File: src/rtl/obu_framer.sv
// -----------------------------------------------------------------------------
// obu_framer
//   Upstream stage of the OBU parser. Accepts the raw AV1 low-overhead
//   bitstream one byte per beat, decodes each OBU header and its LEB128
//   obu_size, and discards OBU types the parser does not handle. Payload bytes
//   of kept OBUs are packed MSB-first into 32-bit words. Each word carries
//   start/last/last_len/obu_type and is offered on a pop-driven interface.
//
// Ports
//   clk       rising-edge clock
//   rst       asynchronous active-high reset
//   in_byte   bitstream byte; accepted when in_valid && in_ready
//   in_valid  in_byte valid
//   in_ready  framer can take a byte this cycle
//   data      packed payload word, first byte in [31:24]
//   avail     data/start/last/last_len/obu_type valid
//   start     word is the first of an OBU payload
//   last      word is the final word of an OBU payload
//   last_len  valid bytes in the final word (0 means 4), 0 when !last
//   obu_type  type of the OBU owning the current word
//   pop       consumer takes the current word (ignored when avail=0)
//   obu_done  one-cycle pulse after the final byte of any OBU is accepted
//   err       sticky protocol error, cleared only by rst
// -----------------------------------------------------------------------------
module obu_framer #(
    parameter int DATA_W  = 32,
    parameter int LEN_W   = 2,
    parameter int MAX_LEB = 8
) (
    input  logic              clk,
    input  logic              rst,
    input  logic [7:0]        in_byte,
    input  logic              in_valid,
    output logic              in_ready,
    output logic [DATA_W-1:0] data,
    output logic              avail,
    output logic              start,
    output logic              last,
    output logic [LEN_W-1:0]  last_len,
    output logic [3:0]        obu_type,
    input  logic              pop,
    output logic              obu_done,
    output logic              err
);

    typedef enum logic [2:0] {
        ST_HDR     = 3'd0,
        ST_EXT     = 3'd1,
        ST_SIZE    = 3'd2,
        ST_PAYLOAD = 3'd3,
        ST_DROP    = 3'd4,
        ST_ERR     = 3'd5
    } state_t;

    localparam logic [3:0] MAX_LEB_C = 4'(MAX_LEB);

    // OBU types forwarded to the parser: SEQ_HDR, FRAME_HDR, TILE_GROUP, FRAME.
    function automatic logic is_kept_type(input logic [3:0] t);
        logic r;
        case (t)
            4'd1, 4'd3, 4'd4, 4'd6: r = 1'b1;
            default:                r = 1'b0;
        endcase
        return r;
    endfunction

    // Drop byte b into lane idx of word w; lane 0 is the most significant byte.
    function automatic logic [DATA_W-1:0] put_byte(input logic [DATA_W-1:0] w,
                                                    input logic [1:0]        idx,
                                                    input logic [7:0]        b);
        logic [DATA_W-1:0] r;
        r = w;
        case (idx)
            2'd0:    r[31:24] = b;
            2'd1:    r[23:16] = b;
            2'd2:    r[15:8]  = b;
            2'd3:    r[7:0]   = b;
            default: r = w;
        endcase
        return r;
    endfunction

    // Parser state
    state_t            state_q, state_d;
    logic [3:0]        type_q, type_d;
    logic [31:0]       size_q, size_d;
    logic [3:0]        leb_idx_q, leb_idx_d;
    logic [31:0]       remaining_q, remaining_d;
    logic              first_word_q, first_word_d;

    // Assembly register: holds a partial word, or a completed word that is
    // waiting for the output register to free up.
    logic [DATA_W-1:0] asm_data_q, asm_data_d;
    logic [1:0]        asm_idx_q, asm_idx_d;
    logic              asm_full_q, asm_full_d;
    logic              asm_start_q, asm_start_d;
    logic              asm_last_q, asm_last_d;
    logic [LEN_W-1:0]  asm_len_q, asm_len_d;
    logic [3:0]        asm_type_q, asm_type_d;

    // Output register
    logic [DATA_W-1:0] data_q, data_d;
    logic              avail_q, avail_d;
    logic              start_q, start_d;
    logic              last_q, last_d;
    logic [LEN_W-1:0]  last_len_q, last_len_d;
    logic [3:0]        obu_type_q, obu_type_d;
    logic              obu_done_q, obu_done_d;
    logic              err_q, err_d;
    logic              in_ready_q, in_ready_d;

    logic              accept_s;
    logic              out_free_s;
    logic [5:0]        leb_shamt_s;
    logic [31:0]       leb_part_s;
    logic [31:0]       size_acc_s;
    logic              leb_ovf_s;
    logic              pay_final_s;
    logic              word_done_s;
    logic [31:0]       remaining_dec_s;

    // Datapath helpers shared by the next-state logic.
    always_comb begin
        accept_s        = in_valid && in_ready_q;
        out_free_s      = !avail_q || pop;
        // 7*i computed as 8*i - i; bits shifted past bit 31 fall off the word.
        leb_shamt_s     = {leb_idx_q[2:0], 3'b000} - {3'b000, leb_idx_q[2:0]};
        leb_part_s      = {25'd0, in_byte[6:0]} << leb_shamt_s;
        size_acc_s      = size_q | leb_part_s;
        // The 5th LEB byte lands at bit 28; its bits [6:4] would exceed 32 bits.
        leb_ovf_s       = (leb_idx_q == 4'd4) && (in_byte[6:4] != 3'd0);
        pay_final_s     = (remaining_q == 32'd1);
        word_done_s     = (asm_idx_q == 2'd3) || pay_final_s;
        remaining_dec_s = (remaining_q != 32'd0) ? (remaining_q - 32'd1) : 32'd0;
    end

    // Next-state logic for the parser FSM, assembly and output registers.
    always_comb begin
        state_d      = state_q;
        type_d       = type_q;
        size_d       = size_q;
        leb_idx_d    = leb_idx_q;
        remaining_d  = remaining_q;
        first_word_d = first_word_q;
        asm_data_d   = asm_data_q;
        asm_idx_d    = asm_idx_q;
        asm_full_d   = asm_full_q;
        asm_start_d  = asm_start_q;
        asm_last_d   = asm_last_q;
        asm_len_d    = asm_len_q;
        asm_type_d   = asm_type_q;
        data_d       = data_q;
        avail_d      = avail_q;
        start_d      = start_q;
        last_d       = last_q;
        last_len_d   = last_len_q;
        obu_type_d   = obu_type_q;
        obu_done_d   = 1'b0;
        err_d        = err_q;
        in_ready_d   = in_ready_q;

        // Output stage: a completed word moves out as soon as the output
        // register is empty or being popped in this same cycle.
        if (state_q != ST_ERR) begin
            if (asm_full_q && out_free_s) begin
                data_d     = asm_data_q;
                avail_d    = 1'b1;
                start_d    = asm_start_q;
                last_d     = asm_last_q;
                last_len_d = asm_last_q ? asm_len_q : {LEN_W{1'b0}};
                obu_type_d = asm_type_q;
                asm_full_d = 1'b0;
            end else if (pop && avail_q) begin
                avail_d    = 1'b0;
                start_d    = 1'b0;
                last_d     = 1'b0;
                last_len_d = {LEN_W{1'b0}};
            end else begin
                avail_d    = avail_q;
            end
        end else begin
            avail_d = avail_q;
        end

        // Byte stage
        if (accept_s) begin
            case (state_q)
                ST_HDR: begin
                    if (in_byte[7] || !in_byte[1]) begin
                        state_d = ST_ERR;
                    end else begin
                        type_d    = in_byte[6:3];
                        size_d    = 32'd0;
                        leb_idx_d = 4'd0;
                        state_d   = in_byte[2] ? ST_EXT : ST_SIZE;
                    end
                end
                ST_EXT: begin
                    state_d = ST_SIZE;
                end
                ST_SIZE: begin
                    if (leb_idx_q >= MAX_LEB_C) begin
                        state_d = ST_ERR;
                    end else if (leb_ovf_s) begin
                        state_d = ST_ERR;
                    end else begin
                        size_d    = size_acc_s;
                        leb_idx_d = leb_idx_q + 4'd1;
                        if (!in_byte[7]) begin
                            if (size_acc_s == 32'd0) begin
                                obu_done_d = 1'b1;
                                state_d    = ST_HDR;
                            end else if (is_kept_type(type_q)) begin
                                remaining_d  = size_acc_s;
                                first_word_d = 1'b1;
                                asm_idx_d    = 2'd0;
                                state_d      = ST_PAYLOAD;
                            end else begin
                                remaining_d = size_acc_s;
                                state_d     = ST_DROP;
                            end
                        end else begin
                            state_d = ST_SIZE;
                        end
                    end
                end
                ST_PAYLOAD: begin
                    // Lane 0 opens a fresh word so unused low lanes read as zero.
                    asm_data_d  = put_byte((asm_idx_q == 2'd0) ? {DATA_W{1'b0}} : asm_data_q,
                                           asm_idx_q, in_byte);
                    remaining_d = remaining_dec_s;
                    if (word_done_s) begin
                        asm_full_d   = 1'b1;
                        asm_start_d  = first_word_q;
                        asm_last_d   = pay_final_s;
                        asm_len_d    = pay_final_s ? size_q[LEN_W-1:0] : {LEN_W{1'b0}};
                        asm_type_d   = type_q;
                        first_word_d = 1'b0;
                        asm_idx_d    = 2'd0;
                    end else begin
                        asm_idx_d    = asm_idx_q + 2'd1;
                    end
                    if (pay_final_s) begin
                        obu_done_d = 1'b1;
                        state_d    = ST_HDR;
                    end else begin
                        state_d    = ST_PAYLOAD;
                    end
                end
                ST_DROP: begin
                    remaining_d = remaining_dec_s;
                    if (pay_final_s) begin
                        obu_done_d = 1'b1;
                        state_d    = ST_HDR;
                    end else begin
                        state_d    = ST_DROP;
                    end
                end
                ST_ERR: begin
                    state_d = ST_ERR;
                end
                default: begin
                    state_d = ST_ERR;
                end
            endcase
        end else begin
            state_d = state_q;
        end

        err_d = err_q || (state_d == ST_ERR);

        // Registered ready: refuse payload bytes while both the assembly and
        // output registers hold completed words. Pop can only free space, so
        // a ready computed from the post-edge state is always safe.
        if (state_d == ST_ERR) begin
            in_ready_d = 1'b0;
        end else if ((state_d == ST_PAYLOAD) && asm_full_d && avail_d) begin
            in_ready_d = 1'b0;
        end else begin
            in_ready_d = 1'b1;
        end
    end

    // State and output registers with asynchronous reset.
    always_ff @(posedge clk or posedge rst) begin
        if (rst) begin
            state_q      <= ST_HDR;
            type_q       <= 4'd0;
            size_q       <= 32'd0;
            leb_idx_q    <= 4'd0;
            remaining_q  <= 32'd0;
            first_word_q <= 1'b0;
            asm_data_q   <= {DATA_W{1'b0}};
            asm_idx_q    <= 2'd0;
            asm_full_q   <= 1'b0;
            asm_start_q  <= 1'b0;
            asm_last_q   <= 1'b0;
            asm_len_q    <= {LEN_W{1'b0}};
            asm_type_q   <= 4'd0;
            data_q       <= {DATA_W{1'b0}};
            avail_q      <= 1'b0;
            start_q      <= 1'b0;
            last_q       <= 1'b0;
            last_len_q   <= {LEN_W{1'b0}};
            obu_type_q   <= 4'd0;
            obu_done_q   <= 1'b0;
            err_q        <= 1'b0;
            in_ready_q   <= 1'b1;
        end else begin
            state_q      <= state_d;
            type_q       <= type_d;
            size_q       <= size_d;
            leb_idx_q    <= leb_idx_d;
            remaining_q  <= remaining_d;
            first_word_q <= first_word_d;
            asm_data_q   <= asm_data_d;
            asm_idx_q    <= asm_idx_d;
            asm_full_q   <= asm_full_d;
            asm_start_q  <= asm_start_d;
            asm_last_q   <= asm_last_d;
            asm_len_q    <= asm_len_d;
            asm_type_q   <= asm_type_d;
            data_q       <= data_d;
            avail_q      <= avail_d;
            start_q      <= start_d;
            last_q       <= last_d;
            last_len_q   <= last_len_d;
            obu_type_q   <= obu_type_d;
            obu_done_q   <= obu_done_d;
            err_q        <= err_d;
            in_ready_q   <= in_ready_d;
        end
    end

    assign in_ready = in_ready_q;
    assign data     = data_q;
    assign avail    = avail_q;
    assign start    = start_q;
    assign last     = last_q;
    assign last_len = last_len_q;
    assign obu_type = obu_type_q;
    assign obu_done = obu_done_q;
    assign err      = err_q;

endmodule

File: config.mk
export PLATFORM = sky130hd
export DESIGN_NAME = obu_framer
export DESIGN_NICKNAME = d
export VERILOG_FILES = /design/src/rtl/obu_framer.sv
export SDC_FILE = /design/constraint.sdc
export NUM_CORES = 1
export LEC_CHECK = 0
export ABC_CLOCK_PERIOD_IN_PS = 5800
export CORE_MARGIN = 1.5
export CORE_UTILIZATION = 45
export DETAILED_ROUTE_END_ITERATION = 10
export PLACE_DENSITY = 0.64
export SYNTH_ARGS = -nofsm -noshare
export SYNTH_HDL_FRONTEND = slang
export SYNTH_SLANG_ARGS = --single-unit
File: constraint.sdc
create_clock -name clk -period 5.8 [get_ports clk]
set_input_delay 1.16 -clock clk [delete_from_list [all_inputs] [get_ports clk]]
set_output_delay 1.16 -clock clk [all_outputs]
set_load 0.05 [all_outputs]
==> results of run 1 <==
registers in the layout, indices dropped and copies added (netlist names), 3 cells and up:
name	flops
asm_data_q	32
data	32
remaining_q	32
size_q	32
asm_type_q	4
leb_idx_q	4
obu_type	4
type_q	4
state_q	3
final timing paths:
check | from | to | slack [ps] | cells after the start
setup / recovery | leb_idx_q[1] | remaining_q[1] | 1020 | 10
hold / removal | asm_data_q[6] | asm_data_q[6] | 470 | 2
setup reg to reg | leb_idx_q[1] | remaining_q[1] | 1020 | 10
hold reg to reg | asm_data_q[6] | asm_data_q[6] | 470 | 2
max in group asynchronous | rst | size_q[13] | 3520 | 3
min in group asynchronous | rst | data[27] | 1220 | 2
per-layer routing:
metal | GRT usage | vias up | routed length [um]
li1 | - | 3259 | -
met1 | 0.360 | 3462 | 10800
met2 | 0.369 | 235 | 10400
met3 | 0.0547 | 46 | 1360
met4 | 0.0820 | 0 | 589
met5 | 0 | - | 0
critical path: stages (launching register included):
cell and delay [ps]:
dfrtp_1 650, clkinv_1 380, ha_1 780, clkinv_1 410
or4_1 620, nand3_1 190, o21ai_0 150, or4b_1 290
o21ai_2 120, a21oi_4 720, mux2_4 350
cell usage in the layout (no fill, tap or decap), drive strengths merged, types with 11 or more instances in the layout:
cell type,n
dfrtp,162
nand2,82
nor2,78
a21oi,56
clkdlybuf4s50,55
mux2,50
o21ai,48
a22o,45
nor3,28
inv,27
nand3,21
o22ai,19
clkbuf,17
nor4,16
mux2i,14
buf,14
a31oi,12
clkinv,11
per-stage QoR:
| stage | instance area (sq um) | hold WS, ps | power [mW] | instances |
|---|---|---|---|---|
| 3_3_place_gp | 9170 | 448 | 4.26 | 1101 |
| 5_1_grt | 9800 | 496 | 5.82 | 1133 |
| 4_1_cts | 9800 | 474 | 5.44 | 1133 |
| 2_1_floorplan | 8440 | 435 | 3.52 | 862 |
| 3_5_place_dp | 9170 | 457 | 4.28 | 1101 |
| 6_report | 9800 | 468 | 5.47 | 1133 |
kinds of logic after synthesis:
family / after synthesis / synth area share
mux: 68 / 0.0948
compound gates: 245 / 0.196
buf+inv: 82 / 0.0399
xor+xnor: 6 / 0.00622
fa+ha+maj: 8 / 0.0119
simple gates: 290 / 0.168
flops: 163 / 0.483
report_power, final:
part,switching [mW],internal [mW],total (mW),leakage [nW]
sequential,0.251,1.38,1.63,2.21
combinational,1.79,0.902,2.69,1.87
clock,0.560,0.592,1.15,0.302
layout make-up:
| cell class | count | area [sq um] |
|---|---|---|
| fill | 1640 | 8410 |
| sequential | 163 | 4080 |
| multi-input combinational | 617 | 4060 |
| timing repair buffer | 69 | 656 |
| clock buffer | 17 | 425 |
| tap | 229 | 287 |
| clock inverter | 15 | 201 |
| inverter | 23 | 91.3 |
==> impl_metrics.env, run 1 <==
export IMPL_status="completed"
export IMPL_grt_use_total=0.248
export IMPL_place_ws_ps=958
export IMPL_synth_top_cell_area_share=0.480
export IMPL_port_buffers=55
export IMPL_clock_sinks=163
export IMPL_post_route_drc_count=0
export IMPL_final_nets=911
export IMPL_synth_avg_cell_area_sq_um=9.79
export IMPL_ys_top_cells_by_count="162 x dfrtp_1, 82 x nand2_1, 78 x nor2_1"
export IMPL_period_needed_ps=4780
export IMPL_clkTransAtPathRegs_ps=80
export IMPL_grt_max_degree=83
export IMPL_areaGrowthSynthToFinish_pct=16.0
export IMPL_yosysTopAreaCell="dfrtp_1"
export IMPL_max_freq_mhz=209
export IMPL_async_reset_ff_frac=1.00
export IMPL_powerDensity_nw_per_um2=558
export IMPL_routabilityCongestion=0.946
export IMPL_vdd_drop_max_uv=376
export IMPL_hold_violations=0
export IMPL_maxSlewViolCount=0
export IMPL_setup_slack_ps=1020
export IMPL_syn_inst=862
export IMPL_synth_area_leaders="dfrtp_1 48%, mux2_2 6.4%, a22o_1 4.7%, nand2_1 3.6%, nor2_1 3.5%"
export IMPL_grt_overflow_total=0
export IMPL_syn_num_nets=882
export IMPL_grt_first_pass_wirelength_mm=38.1
export IMPL_ys_ff_latch=163
export IMPL_min_path_type="register to register"
export IMPL_clockRootBuffer="clkbuf_16"
export IMPL_numCtsBuffers=17
export IMPL_synth_cell_types=71
export IMPL_io_pins=56
export IMPL_htreeDepth=4
export IMPL_dr_first_iter_drc_count=622
export IMPL_setup_viol=0
export IMPL_drive_gt1_frac=0.129
export IMPL_num_rows=49
export IMPL_vias=7002
export IMPL_setup_worst_path_end_class="register"
export IMPL_p_leak_nw=4.39
export IMPL_antenna_found_initial=0
export IMPL_dpl_hpwl_mm=15.9
export IMPL_synth_main_ff_cell="dfrtp_1"
export IMPL_post_route_util=0.538
export IMPL_crit_required_ps=6130
export IMPL_worstMarginPinSlew_ps=1170
export IMPL_first_pass_iters=5
export IMPL_holdBufCountCts=0
export IMPL_critPathMaxFanout=30
export IMPL_synth_most_common_cell="dfrtp_1"
export IMPL_post_cts_resized=0
export IMPL_max_slew_margin_rel=0.217
export IMPL_post_drt_via_cell_ratio=6.18
export IMPL_core_sq_um=18200
export IMPL_maxCapViolCount=0
export IMPL_crit_type="register to register"
export IMPL_clk_latency_ps=440
export IMPL_fp_dieW_um=140
export IMPL_start_util=0.464
export IMPL_fin_skew_ps=14.5
export IMPL_crit_path_start_kind="register"
export IMPL_setup_tns_final_ps=0
export IMPL_cp_arrival_ps=5110
export IMPL_clock_path_buffers=2
export IMPL_wl_mm=23.2
export IMPL_synth_area_sq_um=8440
export IMPL_wl_per_cell_um=20.5
export IMPL_grt_setup_unrepaired="no"
export IMPL_antenna_cells=0
export IMPL_die_area_sq_um=19600
export IMPL_synth_edf_count=0
export IMPL_final_period_utilization=0.824
export IMPL_post_cts_buffers=0
export IMPL_grt_pass1_vias=6835
export IMPL_ys_seq_area_frac=0.483
export IMPL_ant_nets=0
export IMPL_die_y_um=140
export IMPL_cts_tree="built"
export IMPL_ys_warn_count=0
Note: power is estimated with default switching activity, not from simulation.
==> run 2, diff against run 1 <==
- ABC_CLOCK_PERIOD_IN_PS: 5800 -> 4700
- PLACE_DENSITY: 0.64 -> 0.61
- clock period: 5.8 -> 4.7 ns (I/O delays scaled with it)
==> impl_metrics.env, run 2 (synthesis gave the netlist of run 1 again) <==
export IMPL_hold_violations=0
export IMPL_io_pins=56
export IMPL_drive_gt1_frac=0.148
export IMPL_rr_endpoint="remaining_q[30]"
export IMPL_r2r_setup_slack_ps=670
export IMPL_dpl_hpwl_mm=16.3
export IMPL_vdd_drop_max_uv=303
export IMPL_grt_use_total=0.251
export IMPL_period_needed_ps=4030
export IMPL_wl_mm=23.9
export IMPL_routabilityCongestion=0.877
export IMPL_crit_type="register to register"
export IMPL_status="completed"
export IMPL_clock_path_buffers=2
export IMPL_holdBufCountCts=0
export IMPL_wl_per_cell_um=20.7
export IMPL_post_cts_resized=0
export IMPL_setup_tns_final_ps=0
export IMPL_post_route_drc_count=0
export IMPL_clk_latency_ps=440
export IMPL_max_freq_mhz=248
export IMPL_antenna_cells=0
export IMPL_cts_tree="built"
export IMPL_final_common_cell="dfrtp_1"
export IMPL_holdPathStages=2
export IMPL_max_slew_margin_rel=0.286
export IMPL_vias=7243
export IMPL_numCtsBuffers=17
export IMPL_powerDensity_nw_per_um2=692
export IMPL_htreeDepth=4
export IMPL_antenna_found_initial=0
export IMPL_reg2reg_depth=13
export IMPL_setup_viol=0
export IMPL_crit_path_start_kind="register"
export IMPL_clkTransAtPathRegs_ps=70
export IMPL_final_nets=931
export IMPL_grt_pass1_vias=6842
export IMPL_fin_skew_ps=15.3
export IMPL_grt_first_pass_wirelength_mm=38.4
export IMPL_clockRootBuffer="clkbuf_16"
export IMPL_rr_startpoint="leb_idx_q[1]"
export IMPL_cp_arrival_ps=4340
export IMPL_hold_worst_slack_ps=470
export IMPL_final_period_utilization=0.856
export IMPL_die_area_sq_um=19600
export IMPL_grt_max_degree=164
export IMPL_ant_nets=0
export IMPL_post_drt_via_cell_ratio=6.28
export IMPL_grt_overflow_total=0
export IMPL_setup_worst_path_end_class="register"
export IMPL_maxCapViolCount=0
export IMPL_grt_setup_unrepaired="no"
export IMPL_areaGrowthSynthToFinish_pct=17.8
export IMPL_fp_dieW_um=140
export IMPL_num_rows=49
export IMPL_crit_required_ps=5010
export IMPL_maxSlewViolCount=0
export IMPL_final_cell_mix="162 x dfrtp_1, 82 x nand2_1, 78 x nor2_1"
export IMPL_start_util=0.464
export IMPL_hold_end="asm_data_q[2]"
export IMPL_worstMarginPinSlew_ps=1070
export IMPL_critPathMaxFanout=29
export IMPL_core_sq_um=18200
export IMPL_first_pass_iters=5
export IMPL_clock_sinks=163
export IMPL_die_y_um=140
export IMPL_holdCritStartpoint="asm_data_q[2]"
export IMPL_p_leak_nw=4.48
export IMPL_port_buffers=55
export IMPL_post_cts_buffers=0
export IMPL_min_path_type="register to register"
export IMPL_dr_first_iter_drc_count=752
run 2: critical path, stage by stage (launching register included):
cell      delay, ps
dfrtp_1         360
clkinv_1        250
ha_1            590
buf_4           240
clkinv_1        220
mux2i_1         770
nand3_1         170
nand4_1         170
nor4b_2          80
buf_4           160
a21oi_1         120
buf_4           330
o21ai_0         130
a22o_1          290
run 2: layer usage:
metal / vias to the layer above / wire [um] / track usage / share of wire
li1: 3302 / - / - / -
met1: 3577 / 10800 / 0.360 / 0.45
met2: 313 / 10900 / 0.375 / 0.45
met3: 51 / 1550 / 0.0434 / 0.065
met4: 0 / 682 / 0.109 / 0.029
met5: - / 0 / 0 / 0
run 2: report_power, final:
part           internal [mW]  switching, mW
Sequential              1.70          0.298
Clock                  0.783          0.674
Combinational           1.18           2.24
run 2: metrics by stage:
step / worst slack, ps / power (mW) / area [sq um] / utilization / instances
2_1_floorplan: 1010 / 4.34 / 8450 / - / 862
3_3_place_gp: 441 / 5.31 / 9330 / 0.512 / 1121
3_5_place_dp: 382 / 5.36 / 9330 / 0.512 / 1121
4_1_cts: 824 / 6.83 / 9950 / 0.546 / 1153
5_1_grt: 484 / 7.29 / 9950 / 0.546 / 1153
6_report: 675 / 6.89 / 9950 / 0.546 / 1153
run 2: cell type report:
| cell class | count | area, sq um |
|---|---|---|
| multi-input cells | 617 | 4050 |
| well taps | 229 | 287 |
| fillers | 1594 | 8260 |
| clock buffers | 18 | 439 |
| flip-flops and latches | 163 | 4080 |
| repair buffers | 89 | 818 |
| inverters | 23 | 90.1 |
| clock inverters | 14 | 184 |
run 2: worst max path at each step:
stage	from	end	slack [ps]
finish	leb_idx_q[1]	remaining_q[30]	670
floorplan	leb_idx_q[0]	remaining_q[0]	1010
global route	leb_idx_q[1]	remaining_q[30]	480
global placement	in_byte[4]	remaining_q[19]	440
detailed placement	in_byte[4]	remaining_q[28]	380
CTS	leb_idx_q[1]	remaining_q[30]	820
==> RTL edit (settings of run 2) <==
`DATA_W`: 32 -> 64.
--- a/src/rtl/obu_framer.sv
+++ b/src/rtl/obu_framer.sv
@@ -25,3 +25,3 @@
 module obu_framer #(
-    parameter int DATA_W  = 32,
+    parameter int DATA_W  = 64,
     parameter int LEN_W   = 2,
Interface: changed (resized data); port bits go from 56 to 88. No check against the original RTL was run, so the function may have changed too.
==> RTL edit against run 2 <==
  * Worst setup slack better by 0.20 ns
  * Design area about the same
  * Sequential share of layout area about the same
  * Synthesized area up 1.6%
  * Sequential cell count stayed put
  * Total power shrank 4.9%
  * Routed wire length shrank 6.6%
  * Count of clock-buffer cells in the layout down 1
==> RTL edit: results (changes against run 2) <==
** Status
- The flow ran to the end, and the final reports show no timing, DRC or antenna violations.

** Setup path
- Among all stages on the critical path, the largest delay is contributed by mux4_2.
- Endpoint of the lowest-slack register-to-register path :: remaining_q[12]$_DFFE_PP0P_
- Worst-case register-to-register setup slack :: 1.06 ns (+0.39 ns)
- Highest cell delay on the worst timing path :: 0.66 ns (-0.11 ns)
- Maximum net fanout on the critical path :: 54 (+86%)
- The startpoint identified for the worst register-to-register timing path is leb_idx_q[0]$_DFFE_PP0P_.
- The kind of cell with the highest combined delay along the critical path is simple AND/OR/NAND/NOR gates.

** Global route
- The via count of the first global-routing pass is 6501 (-5.0%).
- The first-pass GRT wire length is 36.2 mm (-5.7%).
- The initial antenna violation count is 0 (unchanged).

** Placed design
- The last weighted congestion value of the routability-driven placer is 0.859 (-2.1%).
- The post-detailed-placement half-perimeter wirelength is 15.3 mm (-6.0%).
- The count of placed standard cells including taps is 1137 (+1.4%).

** Finish
- The count of filler cells inserted in the layout was 1729 (+8.5%).
- The final layout net count was 942 (+1.2%).
- The non-filler instance count after layout is 1169 (+1.4%).
- The layout cell share with drive strength beyond 1 is 14.4% (-0.39 points).

** Power
- The static leakage power was 4.53 nW (+1.0%).
- The peak supply drop was 0.301 mV (-0.73%).

** Synthesis
- Synth cell count leaders :: dfrtp_1 (162), nand2_1 (84), nor2_1 (78)
- The fraction of the yosys area taken by sequential cells was 47.6% (-0.76 points).
- Mapped Cells :: 879 (+2.0%)
- By area the synthesized netlist is led by dfrtp_1 (47%), mux2_2 (6.7%), a22o_1 (4.1%).
- The number of library cell types mapped by synthesis came to 72 (+1.4%).

** Worst hold path
- The number of cells on the worst hold path is 1 (-1).
- The worst hold path begins at err$_DFF_PP0_.
- For hold timing, the worst endpoint is err$_DFF_PP0_.

** Drt
- Via density per instance :: 5.87 (-6.5%)
- The total routed wire length on the met1 layer was 10.5 mm (-2.4%).
- Number of design-rule violations left by the first detailed-router iteration :: 595 (-21%)
- Detail Route met3 WL :: 942 um (-39%)
- Met2 Routed Length :: 10.4 mm (-3.9%)
- Sum of routed wire length over all layers :: 22.3 mm (-6.6%)

** STA
- The setup skew after layout is 0.0147 ns (-0.000667 ns).
## RTL edit: how the worst max path moves through the flow
stage	end	from	cells after the start	slack [ns]
5_1_grt	asm_idx_q[0]$_DFFE_PP0P_	in_byte[3]	9	0.67
6_report	remaining_q[12]$_DFFE_PP0P_	in_byte[1]	9	0.87
4_1_cts	asm_idx_q[0]$_DFFE_PP0P_	in_byte[1]	10	0.88
2_1_floorplan	remaining_q[15]$_DFFE_PP0P_	leb_idx_q[0]$_DFFE_PP0P_	13	1.11
3_3_place_gp	remaining_q[17]$_DFFE_PP0P_	in_byte[4]	11	0.43
3_5_place_dp	remaining_q[6]$_DFFE_PP0P_	in_byte[4]	11	0.44
## RTL edit: metrics by stage
step	instance area (um2)	util (%)	setup WS, ns	hold slack (ns)
floorplan	8700	-	1.11	0.435
CTS	9940	53.1	0.875	0.476
detailed placement	9320	49.8	0.435	0.460
global route	9940	53.1	0.666	0.504
finish	9940	53.1	0.870	0.470
global placement	9320	49.8	0.433	0.450
## RTL edit: cell type report
class | count | share of cell area [%]
well taps | 234 | 2.95
repair buffers | 81 | 7.75
flip-flops and latches | 163 | 41.0
multi-input cells | 639 | 41.2
clock inverters | 15 | 2.00
clock buffers | 17 | 4.28
inverters | 20 | 0.793
## RTL edit: power by group
group	leakage (nW)	total, mW	internal (mW)	switching (mW)
Combinational	2.03	3.10	1.10	2.00
Sequential	2.20	2.02	1.72	0.298
Clock	0.300	1.43	0.730	0.705
Total	4.53	6.55	3.55	3.00
## RTL edit: logic make-up after synthesis
family	share of synthesized area, %
simple gates	16.5
mux	9.03
compound gates	18.7
buf+inv	6.29
xor+xnor	0.613
other cells	0.0437
fa+ha+maj	1.28
flops	47.6
## RTL edit: layer usage
| metal | up-vias | global-route usage (%) |
|---|---|---|
| met3 | 27 | 3.43 |
| met5 | - | 0 |
| li1 | 3228 | - |
| met4 | 0 | 7.57 |
| met2 | 203 | 35.6 |
| met1 | 3405 | 33.8 |
## RTL edit: worst reg2reg max path: stages, from the launching register on
cell      delay, ns
dfrtp_1        0.35
inv_1          0.13
ha_1           0.49
clkinv_1       0.33
a41oi_1        0.45
o21ai_0        0.22
or4_4          0.46
nor4_4         0.45
o211ai_2       0.17
buf_12         0.21
a22o_1         0.26
